`src/rtl/rr_packet_aggregator.sv`:
```
// rr_packet_aggregator
// Merges NUM_CH engine word streams into one output stream. Arbitration is
// round-robin at packet granularity. A packet is a header word plus a payload
// whose length sits in the header's low LEN_W bits. Once a channel holds the
// grant, its whole packet is forwarded before any other channel is considered.

module rr_packet_aggregator #(
  parameter int NUM_CH = 4,
  parameter int CH_W   = 2,
  parameter int DATA_W = 32,
  parameter int LEN_W  = 8
) (
  input  logic                     clk,
  input  logic                     reset,
  input  logic [NUM_CH-1:0]        in_valid,
  input  logic [NUM_CH*DATA_W-1:0] in_data,
  output logic [NUM_CH-1:0]        in_ready,
  output logic [DATA_W-1:0]        out_data,
  output logic                     out_valid,
  input  logic                     out_ready,
  output logic [CH_W-1:0]          out_ch,
  output logic                     out_last,
  output logic [15:0]              pkt_cnt
);

  typedef enum logic [1:0] {
    IDLE    = 2'd0,
    HEADER  = 2'd1,
    PAYLOAD = 2'd2
  } state_t;

  state_t            state;
  logic [CH_W-1:0]   grant;
  logic [CH_W-1:0]   rr_ptr;
  logic [LEN_W-1:0]  remaining;

  logic [DATA_W-1:0] ch_word [NUM_CH];
  logic [DATA_W-1:0] grant_word;
  logic [LEN_W-1:0]  hdr_len;
  logic              load_en;
  logic              in_packet;
  logic              accept;
  logic [CH_W-1:0]   next_ptr;
  logic [CH_W-1:0]   arb_sel;
  logic [CH_W-1:0]   arb_cand;
  logic              arb_found;

  // Adds an offset to a channel index, wrapping at NUM_CH. The wrap is
  // explicit so that non-power-of-two channel counts stay inside 0..NUM_CH-1.
  function automatic logic [CH_W-1:0] wrap_add(input logic [CH_W-1:0] base,
                                               input int off);
    int s;
    s = int'(base) + off;
    if (s >= NUM_CH) s = s - NUM_CH;
    return CH_W'(s);
  endfunction

  // Splits the flat input bus into one word per channel.
  for (genvar k = 0; k < NUM_CH; k++) begin : g_split
    assign ch_word[k] = in_data[k*DATA_W +: DATA_W];
  end

  // The output register can take a new word when it is empty or being drained.
  assign load_en    = !out_valid || out_ready;
  assign in_packet  = (state == HEADER) || (state == PAYLOAD);
  assign grant_word = ch_word[grant];
  assign hdr_len    = grant_word[LEN_W-1:0];
  assign accept     = in_packet && load_en && in_valid[grant];
  assign next_ptr   = wrap_add(grant, 1);

  // Only the granted channel sees ready, and only while a packet is open.
  always_comb begin
    in_ready = '0;
    if (in_packet && load_en) begin
      in_ready[grant] = 1'b1;
    end
  end

  // Round-robin search starting at rr_ptr. The first valid channel wins.
  always_comb begin
    arb_found = 1'b0;
    arb_sel   = '0;
    arb_cand  = '0;
    for (int i = 0; i < NUM_CH; i++) begin
      arb_cand = wrap_add(rr_ptr, i);
      if (!arb_found && in_valid[arb_cand]) begin
        arb_found = 1'b1;
        arb_sel   = arb_cand;
      end
    end
  end

  // Packet FSM together with the registered output stage and packet counter.
  always_ff @(posedge clk or posedge reset) begin
    if (reset) begin
      state     <= IDLE;
      grant     <= '0;
      rr_ptr    <= '0;
      remaining <= '0;
      out_data  <= '0;
      out_valid <= 1'b0;
      out_ch    <= '0;
      out_last  <= 1'b0;
      pkt_cnt   <= '0;
    end else begin
      if (out_valid && out_ready && out_last) begin
        pkt_cnt <= pkt_cnt + 16'd1;
      end

      // The word is drained. A load below overrides this in the same cycle.
      if (out_ready) begin
        out_valid <= 1'b0;
        out_last  <= 1'b0;
      end

      case (state)
        IDLE: begin
          if (arb_found) begin
            grant <= arb_sel;
            state <= HEADER;
          end
        end

        HEADER: begin
          if (accept) begin
            out_data  <= grant_word;
            out_valid <= 1'b1;
            out_ch    <= grant;
            remaining <= hdr_len;
            if (hdr_len == '0) begin
              out_last <= 1'b1;
              rr_ptr   <= next_ptr;
              state    <= IDLE;
            end else begin
              out_last <= 1'b0;
              state    <= PAYLOAD;
            end
          end
        end

        PAYLOAD: begin
          if (accept) begin
            out_data  <= grant_word;
            out_valid <= 1'b1;
            remaining <= remaining - LEN_W'(1);
            out_last  <= (remaining == LEN_W'(1));
            if (remaining == LEN_W'(1)) begin
              rr_ptr <= next_ptr;
              state  <= IDLE;
            end
          end
        end

        default: begin
          state <= IDLE;
        end
      endcase
    end
  end

endmodule

```
`config.mk`:
```
export PLATFORM = sky130hd
export DESIGN_NAME = rr_packet_aggregator
export DESIGN_NICKNAME = d
export VERILOG_FILES = /design/src/rtl/rr_packet_aggregator.sv
export SDC_FILE = /design/constraint.sdc
export NUM_CORES = 1
export LEC_CHECK = 0
export ABC_AREA = 0
export CAP_MARGIN = 20
export CORE_ASPECT_RATIO = 1.75
export CORE_MARGIN = 5
export CORE_UTILIZATION = 41
export DETAILED_ROUTE_END_ITERATION = 8
export GPL_ROUTABILITY_DRIVEN = 0
export PLACE_DENSITY = 0.81
export SETUP_SLACK_MARGIN = 0.05
export SLEW_MARGIN = 20
export SYNTH_ARGS = -nofsm -noshare
export SYNTH_HDL_FRONTEND = slang
export SYNTH_SLANG_ARGS = --single-unit
```
`constraint.sdc`:
```
create_clock -name clk -period 3.3 [get_ports clk]
set_clock_uncertainty 0.1 [all_clocks]
set_input_delay 0.66 -clock clk [delete_from_list [all_inputs] [get_ports clk]]
set_output_delay 0.66 -clock clk [all_outputs]
set_load 0.02 [all_outputs]
```
# == Yosys cells after proc, flatten, opt, wreduce, memory -nomap -nowiden ==
# Cells that the tools add are included.
# word_totals
word_cells,116
reg_bits,66
# op_classes
reduce_logical,24
n_eq_ne,8
n_addsub,11
mux,51
bitwise,1
magnitude_cmp,12
# ops
cell,count
$bmux W32 S2,1
$mux W32,2
$mux W2,18
$mux W1,17
$add A16 B1 Y16 const B,1
$mux W8,2
$pmux W8 S2,1
$ge A3 B3 Y1 const B,5
$lt A2 B3 Y1 const B,5
$bmux W1 S2,5
$sub A2 B1 Y2 const B,5
$eq A8 B1 Y1 const B,1
$logic_and A1 B1 Y1,8
$logic_not A8 Y1,1
$sub A8 B1 Y8 const B,1
$add A2 B1 Y3 const B,2
$add A2 B2 Y3 const B,2
$ne A2 B2 Y1 const B,3
$pmux W2 S3,1
$reduce_and A2 Y1,3
$reduce_and A5 Y1,1
$logic_not A1 Y1,4
$mux W4,1
$ne A2 B1 Y1 const B,2
14 further kinds,15

# == Logic depth before layout (Yosys ltp) ==
# Gate-level depths: netlist (run 1).
# depth
word_depth,16
depth_mapped,8

# == Worst setup path after synthesis (run 1) ==
# OpenSTA, ideal clock, no wires.
# synth_timing
path_type,input port to flip-flop
startpoint,input port in_data[100]
endpoint,register rr_ptr[1]
path_stages,5
t_required_ns,3.075
arrival_ns,2.252
n_path_buf,0
setup_ns,0.125
slack_ns,0.822
cell_sequence,mux4_2 or4_4 o21ai_2 nand3_2 mux2_4
# synth_via
elab_chain_len,6
# synth_lines
item,line,source
from (decl),16,"input logic [NUM_CH*DATA_W-1:0] in_data,"
$bmux W32 S2,66,assign grant_word = ch_word[grant];
$mux W32 (implied by the code) (2 in a row),66,
$logic_not A8 Y1,130,if (hdr_len == '0) begin
$ne A2 B1 Y1 (no source line),--,
$reduce_and A5 Y1 (no source line),--,
to (signal assigned),132,rr_ptr <= next_ptr;
to (signal assigned),148,rr_ptr <= next_ptr;
to (decl),34,logic [CH_W-1:0] rr_ptr;
# No other way between the ends. The select of a mux whose other input is x is not followed.
# A chain may end at the register's enable or synchronous reset.

# == Worst setup path in the final report (run 1) ==
# layout_timing
startpoint,input port out_ready
endpoint,output port in_ready[0]
# layout_via
elab_chain_len,3
# layout_lines
item,line,source
from (decl),20,"input logic out_ready,"
$logic_or A1 B1 Y1,64,assign load_en = !out_valid || out_ready;
$logic_and A1 B1 Y1,74,if (in_packet && load_en) begin
$mux W4,74,
to (decl),17,"output logic [NUM_CH-1:0] in_ready,"
# No other way between the ends.

==> impl_metrics.json, run 1 <==
{
  "syn_area_sq_um": 3850,
  "p_leak_nw": 2.61,
  "ant_nets": 0,
  "cts_max_level": 3,
  "tightest_slew_ps": 635,
  "maxSlewViolCount": 0,
  "clk_pin_slew_ps": 50,
  "seqPwrFrac_pct": 26.0,
  "crit_required_ps": 2540,
  "area_growth_pct": 62.8,
  "clockBufferDepth": 2,
  "viasPerCell": 5.36,
  "r2r_start": "grant[0]",
  "num_antenna_cells": 0,
  "r2r_cells": 7,
  "crit_path_max_fanout": 7,
  "place_area_sq_um": 5900,
  "final-setup-viol-count": 0,
  "io_pins": 191,
  "synth_edf_count": 0,
  "drc": 0,
  "cts_root_buffer": "clkbuf_16",
  "critPathMostFrequentCell": "clkdlybuf4s50_1",
  "coreArea_sq_um": 9150,
  "wirelength_um": 11600,
  "fmax_mhz": 339,
  "ys_ff_latch": 66,
  "synthCells": 320,
  "total_power_mw": 5.30,
  "p_int_mw": 3.42,
  "min_from": "pkt_cnt[15]",
  "vdd_drop_max_uv": 375,
  "yosys_warnings": 0,
  "yosysUniqueCellTypes": 40,
  "slew_headroom_pct": 57.5,
  "combPwrFrac_pct": 51.6,
  "cts_tree": "done",
  "finalNetCount": 658,
  "drive_above_1_share_pct": 17.2,
  "path_class": "input port to output port",
  "cts_setup_buffers": 0,
  "synth.avg_cell_area_sq_um": 12.0,
  "vias": 3422,
  "die_w_um": 83.3,
  "port_buffers": 190,
  "fin_area_sq_um": 6280,
  "cts.sinks": 66,
  "crit_end": "in_ready[0]",
  "status": "finished, final reports clean",
  "period_minus_slack_ps": 2950,
  "final.setup.tns_ps": 0,
  "crit_path_end_kind": "output port",
  "dp_hpwl_um": 9520,
  "placementRows": 46,
  "grt_pass1_vias": 3696,
  "synth_nets": 465,
  "slowest_stage": "clkdlybuf4s50_1",
  "grt-ovfl-total": 0,
  "numCtsBuffers": 9,
  "pwr-share-clk_pct": 22.4,
  "dieHeight_um": 138,
  "p_switching_mw": 1.88,
  "dr.pass1.iters": 4,
  "post-route-period-util_pct": 89.4,
  "start_kind": "input port",
  "swShare_pct": 35.5,
  "holdWs_ps": 373,
  "dr.first_iter.drc_count": 118,
  "startpoint": "out_ready",
  "grt_pass1_wl_um": 18300,
  "r2r_setup_slack_ps": 470,
  "worstPathArrival_ps": 2190,
  "antenna_found_initial": 0,
  "critical_path.cell_chain": "clkdlybuf4s50_1 -> nand2b_1 -> and3_1 -> clkdlybuf4s50_1",
  "final_util_pct": 68.6,
  "maxCapViolCount": 0,
  "start_util_pct": 42.1,
  "cts_resized": 0,
  "worst_r2r_endpoint": "remaining[0]",
  "synth_async_sr_flop_share_pct": 100,
  "critPathMaxStageDelay_ps": 610,
  "clock_latency_ps": 330,
  "grt_max_degree": 49,
  "rsz0062_at_grt": "false",
  "hold_viol": 0,
  "seq_area_frac_synth_pct": 42.8,
  "cts_hold_buf": 0,
  "drt-wirelength-per-cell_um": 18.2,
  "yosys_most_used_dff": "dfrtp_1",
  "hold_path.class": "register to register",
  "dieArea_sq_um": 11500,
  "p_per_area_nw_per_um2": 844,
  "track_usage_pct": 20.0
}
-- synth_stat cells, types with 2 or more instances --
cell type | n | area share, %
nand3_1 | 6 | 0.78
nor3_1 | 6 | 0.78
nand2_1 | 46 | 4.5
mux2_2 | 26 | 7.6
buf_6 | 2 | 0.58
mux2i_1 | 4 | 1.0
dfrtp_1 | 66 | 43
buf_2 | 5 | 0.65
buf_1 | 2 | 0.19
nor2b_1 | 3 | 0.49
ha_1 | 10 | 3.2
and3_1 | 8 | 1.3
nand4_1 | 5 | 0.81
inv_1 | 16 | 1.6
or3_1 | 3 | 0.49
mux4_1 | 3 | 2.0
xor2_1 | 5 | 1.1
xnor2_1 | 10 | 2.3
clkbuf_1 | 7 | 0.68
a21oi_1 | 12 | 1.6
mux4_2 | 30 | 18
nand2b_1 | 2 | 0.32
or4_4 | 2 | 0.58
o22ai_1 | 6 | 0.97
a2bb2oi_1 | 5 | 1.1
o21ai_0 | 10 | 1.3
nor2_1 | 7 | 0.68
-- metal layers --
metal | up-vias | track usage [%] | share of wire, % | wire [um]
met3 | 24 | 6.18 | 8.6 | 997
met4 | 0 | 7.32 | 2.4 | 282
met5 | - | 0 | 0 | 0
met1 | 1673 | 19.5 | 33 | 3870
met2 | 158 | 38.6 | 56 | 6470
li1 | 1567 | - | - | -
-- critical path: cells and delay by family --
kind          cells  cell delay, ps
buf+inv           2            1100
simple gates      2             430
-- how the worst min path moves through the flow --
stage | slack (ps) | end | depth (start not counted)
floorplan | 360 | remaining[1] | 2
global placement | 360 | out_data[5] | 2
detailed placement | 360 | pkt_cnt[15] | 1
CTS | 370 | pkt_cnt[15] | 1
global route | 410 | out_data[1] | 2
finish | 370 | pkt_cnt[15] | 1
-- through the flow --
| stage | setup slack, ps | instances |
|---|---|---|
| 2_1_floorplan | 822 | 320 |
| 3_3_place_gp | 302 | 622 |
| 3_5_place_dp | 296 | 622 |
| 4_1_cts | 340 | 638 |
| 5_1_grt | 212 | 638 |
| 6_report | 351 | 638 |
-- cells in the final DEF (no fill, tap or decap), drive strengths merged, types with 2 or more instances in the layout --
cell and n:
clkbuf 10, bufinv 4, and3 8, nand2b 2, nor2b 3, buf 9
a2bb2oi 5, nand2 46, nor3 6, mux4 33, mux2 27, xnor2 10
a21oi 12, dfrtp 66, clkdlybuf4s50 190, o22ai 6, mux2i 4, inv 17
nand4 5, xor2 5, nor2 7, o21ai 12, ha 10, or3 3
or4 3, nand3 7
-- logic make-up (layout without fill, tap and decap cells) --
kind of cell | after synthesis | count (layout) | synth area share [%]
simple gates | 92 | 92 | 11.6
flops | 66 | 66 | 42.8
mux | 64 | 64 | 28.6
compound gates | 40 | 40 | 6.49
buf+inv | 33 | 231 | 3.86
xor+xnor | 15 | 15 | 3.41
fa+ha+maj | 10 | 10 | 3.25
-- layout make-up --
cell class | instances | area [sq um]
Sequential cell | 66 | 1650
Clock inverter | 6 | 136
Tap cell | 120 | 150
Inverter | 16 | 60.1
Timing Repair Buffer | 199 | 1980
Fill cell | 672 | 2880
Clock buffer | 10 | 239
Multi-Input combinational cell | 221 | 2060
-- registers in the layout, summed over array words and instances, names as in the netlist --
register / cells
grant: 2
out_ch: 2
out_data: 32
out_last: 1
out_valid: 1
pkt_cnt: 16
remaining: 8
rr_ptr: 2
state: 2
-- power by group through the flow --
stage / logic (mW) / registers (mW) / clock network (mW)
2_1_floorplan: 1.55 / 1.56 / 0
3_3_place_gp: 2.69 / 1.37 / 0
3_5_place_dp: 2.76 / 1.39 / 0
4_1_cts: 2.77 / 1.38 / 1.20
5_1_grt: 2.93 / 1.43 / 1.24
6_report: 2.73 / 1.38 / 1.19
Note: power is estimated with default switching activity, not from simulation.
==> inputs of run 2 (changes only) <==
--- a/config.mk
+++ b/config.mk
@@ -8,10 +8,12 @@
 export ABC_AREA = 0
 export CAP_MARGIN = 20
 export CORE_ASPECT_RATIO = 1.75
-export CORE_MARGIN = 5
+export CORE_MARGIN = 8
 export CORE_UTILIZATION = 41
+export CTS_CLUSTER_SIZE = 28
 export DETAILED_ROUTE_END_ITERATION = 8
 export GPL_ROUTABILITY_DRIVEN = 0
+export GPL_TIMING_DRIVEN = 0
 export PLACE_DENSITY = 0.81
 export SETUP_SLACK_MARGIN = 0.05
 export SLEW_MARGIN = 20
==> run 2 against run 1 <==
Effect of this change: combinational power grew 4%; largest cell class unchanged; die area increased by 12%; hold slack lost 3.1 ps; clock power is 19% lower; sequential share of layout area rose by 0.15 points; worst setup slack worse by 130 ps; highest routed layer unchanged; first-iteration DRC count is 63% higher.
==> impl_metrics.json, run 2 (synthesis gave the netlist of run 1 again) <==
{
  "dr.first_iter.drc_count": 192,
  "maxCapViolCount": 0,
  "p_per_area_nw_per_um2": 823,
  "vdd_drop_max_uv": 443,
  "dieArea_sq_um": 12900,
  "grt_max_degree": 35,
  "swShare_pct": 37.8,
  "io_pins": 191,
  "start_kind": "register",
  "maxSlewViolCount": 0,
  "largestRegisters": "out_data (32), pkt_cnt (16), remaining (8)",
  "cts_max_level": 3,
  "track_usage_pct": 20.4,
  "die_w_um": 89.3,
  "clk_pin_slew_ps": 60,
  "drt-wirelength-per-cell_um": 19.5,
  "finalNetCount": 665,
  "area_growth_pct": 61.7,
  "cts_setup_buffers": 0,
  "path_class": "register to output port",
  "final-setup-viol-count": 0,
  "hold_path.class": "register to register",
  "p_leak_nw": 2.59,
  "fill_cells": 746,
  "numCtsBuffers": 9,
  "pwr-share-clk_pct": 18.8,
  "clock_latency_ps": 340,
  "top_register": "out_data",
  "status": "finished, final reports clean",
  "final.setup.tns_ps": 0,
  "antenna_found_initial": 0,
  "crit_path_max_fanout": 19,
  "tightest_slew_ps": 780,
  "grt-ovfl-total": 0,
  "combPwrFrac_pct": 55.4,
  "crit_required_ps": 2540,
  "fmax_mhz": 324,
  "dp_hpwl_um": 10700,
  "place_area_sq_um": 5930,
  "total_power_mw": 5.13,
  "coreArea_sq_um": 9290,
  "grt_pass1_wl_um": 19600,
  "crit_path_end_kind": "output port",
  "dr.pass1.iters": 4,
  "ant_nets": 0,
  "final_common_cell": "clkdlybuf4s50_1",
  "mostFrequentLayoutCells": "clkdlybuf4s50_1 (190), dfrtp_1 (66), nand2_1 (46)",
  "port_buffers": 190,
  "r2r_setup_slack_ps": 660,
  "period_minus_slack_ps": 3080,
  "drive_above_1_share_pct": 16.8,
  "min_path_cells": 1,
  "drc": 0,
  "num_antenna_cells": 0,
  "worstPathArrival_ps": 2320,
  "cts_root_buffer": "clkbuf_16",
  "p_int_mw": 3.19,
  "dieHeight_um": 144,
  "largest_reg_flops": 32,
  "post-route-period-util_pct": 93.4,
  "wirelength_um": 12600,
  "rsz0062_at_grt": "false",
  "hold_viol": 0,
  "final_util_pct": 67.1,
  "clockBufferDepth": 2,
  "r2r_cells": 7,
  "vias": 3459,
  "start_util_pct": 41.5,
  "seqPwrFrac_pct": 25.8,
  "fin_area_sq_um": 6230,
  "cts_tree": "done",
  "cts.sinks": 66,
  "slew_headroom_pct": 48.0,
  "placementRows": 47,
  "p_switching_mw": 1.94,
  "viasPerCell": 5.35,
  "grt_pass1_vias": 3823
}
==> run 2: changes by cell type in the layout (fill, tap and decap cells not counted), moves of 2 or more <==
cell and delta:
buf_4 -8, buf_2 +5, clkbuf_1 +5, buf_6 +3
bufinv_16 -3, clkinv_4 +3, clkinv_2 +2
==> run 2: worst paths after layout <==
path                                endpoint   startpoint
max in group asynchronous       out_data[28]        reset
worst max-delay path             in_ready[0]     grant[1]
worst max register to register     rr_ptr[1]     grant[1]
worst min-delay path             pkt_cnt[15]  pkt_cnt[15]
min in group asynchronous        out_data[8]        reset
worst min register to register   pkt_cnt[15]  pkt_cnt[15]
==> run 2: cell type report <==
class | instances | area [sq um] | share of cell area, %
Clock buffer | 10 | 239 | 3.83
Timing Repair Buffer | 191 | 1920 | 30.8
Inverter | 16 | 62.6 | 1.00
Tap cell | 122 | 153 | 2.45
Clock inverter | 6 | 66.3 | 1.06
Buffer | 15 | 86.3 | 1.38
Sequential cell | 66 | 1650 | 26.5
Multi-Input combinational cell | 221 | 2050 | 33.0
==> run 2: power groups by stage <==
stage	combinational, mW	clock [mW]	sequential, mW
after floorplan	1.55	0	1.56
after global placement	2.80	0	1.31
after detailed placement	2.88	0	1.33
after CTS	2.87	0.983	1.32
after global routing	3.06	1.02	1.36
final	2.84	0.966	1.32
==> run 2: layer usage <==
layer	global-route usage, %	routed length (um)
met2	36.7	7300
met5	0	0
met3	5.29	785
met1	20.6	4200
met4	10.3	348
==> run 2: timing repair <==
action                     in CTS  in global routing
gates resized for setup         1                  1
hold buffers                    0                  0
setup endpoints to repair       3                  1
==> run 2: worst max-delay path, stage by stage (launching register included) <==
cell and delay, ps:
dfrtp_1 390, clkbuf_2 220, buf_6 230, inv_1 180, ha_1 170, and3_1 170, clkdlybuf4s50_1 620
==> run 2: metrics by stage <==
stage                     setup WS, ps  std cells  hold WS (ps)
after floorplan                    822        320           365
after global placement            -225        632           361
after detailed placement          -239        633           363
after CTS                          113        647           374
after global routing               120        647           395
final                              216        647           370
